### src/rtl/seq_div_param.sv
// Self-sequencing restoring divider with start/ready/done handshake, signed mode,
// divide-by-zero flag and one quotient bit per RUN cycle.
module seq_div_param #(
  parameter int WIDTH = 8
) (
  input  logic             clk,
  input  logic             rst_n,
  input  logic             start,
  input  logic             is_signed,
  input  logic [WIDTH-1:0] din_A,
  input  logic [WIDTH-1:0] din_B,
  output logic             ready,
  output logic             busy,
  output logic             done,
  output logic [WIDTH-1:0] quo,
  output logic [WIDTH-1:0] rem,
  output logic             div_err
);

  localparam int CNT_W = $clog2(WIDTH + 1);

  typedef enum logic [2:0] {IDLE, LOAD, RUN, FIX, DONE} state_t;

  state_t           state, state_next;
  logic [WIDTH-1:0] op_a, op_b, part_rem, part_quo;
  logic [CNT_W-1:0] cnt;
  logic             sgn, neg_q, neg_r;
  logic [WIDTH:0]   trial;

  function automatic logic [WIDTH-1:0] mag(input logic [WIDTH-1:0] x, input logic s);
    return (s && x[WIDTH-1]) ? (~x + {{(WIDTH-1){1'b0}}, 1'b1}) : x;
  endfunction

  // state register
  always_ff @(posedge clk or negedge rst_n) begin
    if (!rst_n) state <= IDLE;
    else        state <= state_next;
  end

  // next-state decode and trial subtraction
  always_comb begin
    state_next = state;
    trial      = {part_rem, op_a[WIDTH-1]} - {1'b0, op_b};
    case (state)
      IDLE:    if (start) state_next = LOAD; else state_next = IDLE;
      LOAD:    if (op_b == '0) state_next = DONE; else state_next = RUN;
      RUN:     if (cnt == CNT_W'(1)) state_next = FIX; else state_next = RUN;
      FIX:     state_next = DONE;
      DONE:    state_next = IDLE;
      default: state_next = IDLE;
    endcase
  end

  // handshake flags, decoded from the state being entered so they are registered
  always_ff @(posedge clk or negedge rst_n) begin
    if (!rst_n) begin
      ready <= 1'b1;
      busy  <= 1'b0;
      done  <= 1'b0;
    end else begin
      ready <= (state_next == IDLE);
      busy  <= (state_next == LOAD) || (state_next == RUN) || (state_next == FIX);
      done  <= (state_next == DONE);
    end
  end

  // operand, partial result and published result registers
  always_ff @(posedge clk or negedge rst_n) begin
    if (!rst_n) begin
      op_a     <= '0;
      op_b     <= '0;
      part_rem <= '0;
      part_quo <= '0;
      cnt      <= '0;
      sgn      <= 1'b0;
      neg_q    <= 1'b0;
      neg_r    <= 1'b0;
      quo      <= '0;
      rem      <= '0;
      div_err  <= 1'b0;
    end else begin
      case (state)
        IDLE: begin
          if (start) begin
            op_a  <= din_A;
            op_b  <= din_B;
            sgn   <= is_signed;
            neg_q <= is_signed & (din_A[WIDTH-1] ^ din_B[WIDTH-1]);
            neg_r <= is_signed & din_A[WIDTH-1];
          end
        end
        LOAD: begin
          if (op_b == '0) begin
            quo     <= '1;
            rem     <= op_a;
            div_err <= 1'b1;
          end else begin
            op_a     <= mag(op_a, sgn);
            op_b     <= mag(op_b, sgn);
            part_rem <= '0;
            part_quo <= '0;
            cnt      <= CNT_W'(WIDTH);
          end
        end
        RUN: begin
          // trial MSB clear means the shifted remainder covers the divisor
          if (!trial[WIDTH]) begin
            part_rem <= trial[WIDTH-1:0];
            part_quo <= {part_quo[WIDTH-2:0], 1'b1};
          end else begin
            part_rem <= {part_rem[WIDTH-2:0], op_a[WIDTH-1]};
            part_quo <= {part_quo[WIDTH-2:0], 1'b0};
          end
          op_a <= {op_a[WIDTH-2:0], 1'b0};
          cnt  <= cnt - CNT_W'(1);
        end
        FIX: begin
          // modulo negation also yields most-negative / -1 = most-negative, rem 0
          quo     <= neg_q ? (~part_quo + {{(WIDTH-1){1'b0}}, 1'b1}) : part_quo;
          rem     <= neg_r ? (~part_rem + {{(WIDTH-1){1'b0}}, 1'b1}) : part_rem;
          div_err <= 1'b0;
        end
        DONE: begin
          cnt <= cnt;
        end
        default: begin
          cnt <= '0;
        end
      endcase
    end
  end

endmodule

### config.mk
export PLATFORM = sky130hd
export DESIGN_NAME = seq_div_param
export DESIGN_NICKNAME = d
export VERILOG_FILES = /design/src/rtl/seq_div_param.sv
export SDC_FILE = /design/constraint.sdc
export NUM_CORES = 1
export LEC_CHECK = 0
export CORE_ASPECT_RATIO = 0.8
export CORE_MARGIN = 2
export CORE_UTILIZATION = 57
export CTS_CLUSTER_SIZE = 10
export DETAILED_ROUTE_END_ITERATION = 10
export PLACE_DENSITY_LB_ADDON = 0.15
export SYNTH_ARGS = -nofsm -noshare
export SYNTH_HDL_FRONTEND = slang
export SYNTH_SLANG_ARGS = --single-unit
### constraint.sdc
create_clock -name clk -period 2.8 [get_ports clk]
set_clock_uncertainty 0.2 [all_clocks]
set_input_delay 0.56 -clock clk [delete_from_list [all_inputs] [get_ports clk]]
set_output_delay 0.56 -clock clk [all_outputs]
set_load 0.01 [all_outputs]
==> impl_metrics.toml <==
[outcome]
status = "completed"

[clock_tree]
clockRootBuffer = "clkbuf_8"
cts.sinks = 62
clk_pin_slew_ns = 0.07
cts_made_buffers = 9
insertion_delay_ns = 0.35
cts.htree.levels = 3
cts_tree = "yes"
cts.path.max_buffers = 2

[layout]
num-nets-final = 487
n_fill_cell = 485
diodes = 0
regArea_um2 = 1553
syn2layout_area_growth_pct = 21.36
final_cell_area_um2 = 4458
multi_input_area_um2 = 1946
drive_gt1_share_pct = 12.47

[grt]
grt_overflow_total = 0
grt_pass1_wl_um = 14950
grt_util_all_layers_pct = 27.57
grt_antenna_before_repair = 0
grt_pass1_vias = 3039
grt_max_degree = 29

[sta]
period_share_pct = 98.88
max_slew_margin_pct = 66.30
maxSlewViolCount = 0
finalHoldViolCount = 0
period_minus_slack_ns = 2.769
clock.fmax_mhz = 361.2
worstMarginPinSlew_ns = 0.5055
finalSetupViolations = 0

[routing]
vias_per_cell = 6.152
route.vias.total = 3328
drt_iter0_drc = 211
ant_nets = 0
wl_um = 9441
first_pass_iters = 7
drc = 0
route.detailed.wl_per_inst_um = 17.45

[synthesis]
yosys.area_share.simple_pct = 15.60
synth_edf_count = 0
netlist_area_um2 = 3674
synth_seq_cells = 62
synth_top_area_share_pct = 41.55
synth_largest_area_cell = "dfrtp_1"
synth_top_family_by_area = "compound AO/OA/AOI/OAI gates"
yosysSeqAreaShare_pct = 42.27
yosys-top-cells-count = "dfrtp_1, a21oi_1, nor2_1, nand2_1"
yosys_warnings = 0
synth-xor-area-share_pct = 4.053
avgSynthCellArea_um2 = 9.230
synthMuxAreaShare_pct = 3.338
ys_async_sr_fraction_pct = 100.0
yosys.cell_count.top_type = "dfrtp_1"
yosys-top-cells-area = "dfrtp_1, a21oi_1, ha_1"
syn_inst = 398
synth_cell_type_count = 60
synthAdderAreaFrac_pct = 5.313
postSynthNetCount = 433
synth_ff_type = "dfrtp_1"
synth_compound_area_share_pct = 24.49

[worst_setup_path]
critPathTopFamily = "compound AO/OA/AOI/OAI gates"
startpoint = "op_a[7]"
critical_path.cell_chain = "inv_1 > ha_1 > inv_1 > fa_2 > a211oi_4 > o211ai_2 > a221oi_4 > buf_6 > mux2i_1 > o21ai_1"
critPathKind = "flip-flop to flip-flop"
regToRegStartpoint = "op_a[7]"
critPathMaxFanout = 6
end_kind = "flip-flop"
crit_top_cell = "inv_1"
start_kind = "flip-flop"
cp.arrival_ns = 2.77
crit_slowest_cell = "dfrtp_1"
cp_num_buf_inv = 3
crit_path_max_incr_delay_ns = 0.39
worstPathRequired_ns = 2.80

[floorplanning]
die_w_um = 93.76
io-pin-count = 40
core_region_area_um2 = 6311
start_util_pct = 58.21
die_y_um = 75.81
rows = 26
die_area_um2 = 7107

[placed_design]
io_buffers = 39
hpwl_um = 6729
place.gp.congestion = 0.9281
placed_cell_area_um2 = 4205

[worst_hold_path]
hold_path.class = "flip-flop to flip-flop"
hp-start = "rem[5]"

[power_and_ir_drop]
cellLeakagePower_nw = 1.912
power.total_w = 0.006100
ir_drop_mv = 0.5751
p_per_area_nw_per_um2 = 1368

[run]
max-cap-violations = 0
through the flow:
stage	setup TNS, ns	worst slack (ns)	hold slack [ns]	util, %	instances
6_report	0	0.03139	0.2871	70.64	541
5_1_grt	-0.08901	-0.04354	0.3238	70.64	541
4_1_cts	0	0.05499	0.2948	69.92	536
3_5_place_dp	0	0.07506	0.2781	66.63	519
3_3_place_gp	0	0.1916	0.2704	66.63	519
2_1_floorplan	0	0.2074	0.06441	-	398
worst paths after layout:
kind	endpoint	slack, ns	depth (start not counted)
worst min register to register	rem[5]	0.29	2
min in group asynchronous	op_b[6]	0.48	2
worst max-delay path	part_rem[2]	0.03	10
worst min-delay path	rem[5]	0.29	2
max in group asynchronous	quo[0]	1.31	3
worst max register to register	part_rem[2]	0.03	10
worst register-to-register path, cell delays in order (launching register included):
cell and delay, ns:
dfrtp_1 0.39, inv_1 0.08, ha_1 0.16, inv_1 0.05
fa_2 0.37, a211oi_4 0.33, o211ai_2 0.16, a221oi_4 0.35
buf_6 0.18, mux2i_1 0.24, o21ai_1 0.12
kinds of logic (layout without fill, tap and decap cells):
family          count (synthesis)  in the layout
compound gates                134            134
simple gates                  115            115
flops                          62             62
buf+inv                        43            102
xor+xnor                       17             17
fa+ha+maj                      15             15
mux                            12             12
cells in the final DEF, fill, tap and decap left out, drive strengths merged, types with 2 or more instances in the layout:
cell,count
a211o,2
a211oi,6
a21oi,40
a221o,2
a221oi,2
a22o,9
a22oi,2
a31oi,8
buf,21
clkbuf,9
clkdlybuf4s50,38
clkinv,4
dfrtp,61
ha,14
inv,27
mux2,2
mux2i,10
nand2,31
nand2b,7
nand3,6
nand3b,3
nor2,36
nor2b,2
nor3,16
nor3b,8
nor4,2
o211ai,4
o21ai,29
o22ai,12
o31ai,5
or4,2
xnor2,5
xor2,12
where the power goes:
group	switching, W	internal, W	leakage, nW
Clock	0.000385	0.000413	0.0996
Sequential	0.000464	0.00129	0.780
Combinational	0.00197	0.00158	1.03
Total	0.00281	0.00329	1.91
cell type report:
type | count | share of cell area (%)
multi-input combinational | 293 | 43.64
clock buffer | 9 | 2.779
sequential | 62 | 34.83
inverter | 26 | 2.189
tap | 84 | 2.358
clock inverter | 7 | 1.656
timing repair buffer | 60 | 12.55
metal layers:
layer | track usage, % | wire, µm
met1 | 39.78 | 4333
met3 | 6.133 | 708
met4 | 7.407 | 131
met5 | 0 | 0
met2 | 42.62 | 4267
state kept, by name (all words and copies together) (netlist names):
signal and count:
div_err 1, quo 8, part_quo 8, cnt 4, op_b 8, op_a 8
ready 1, state 3, rem 8, part_rem 8, sgn 1, neg_r 1
neg_q 1, done 1, busy 1
repair_timing:
action                                 in CTS  in global routing
resized for setup                           0                  3
hold buffers                                1                  0
endpoints found under the hold margin      15                  0
setup endpoints to repair                   0                  6
buffers inserted                            0                  4
Power figures use the tool's default switching activity.
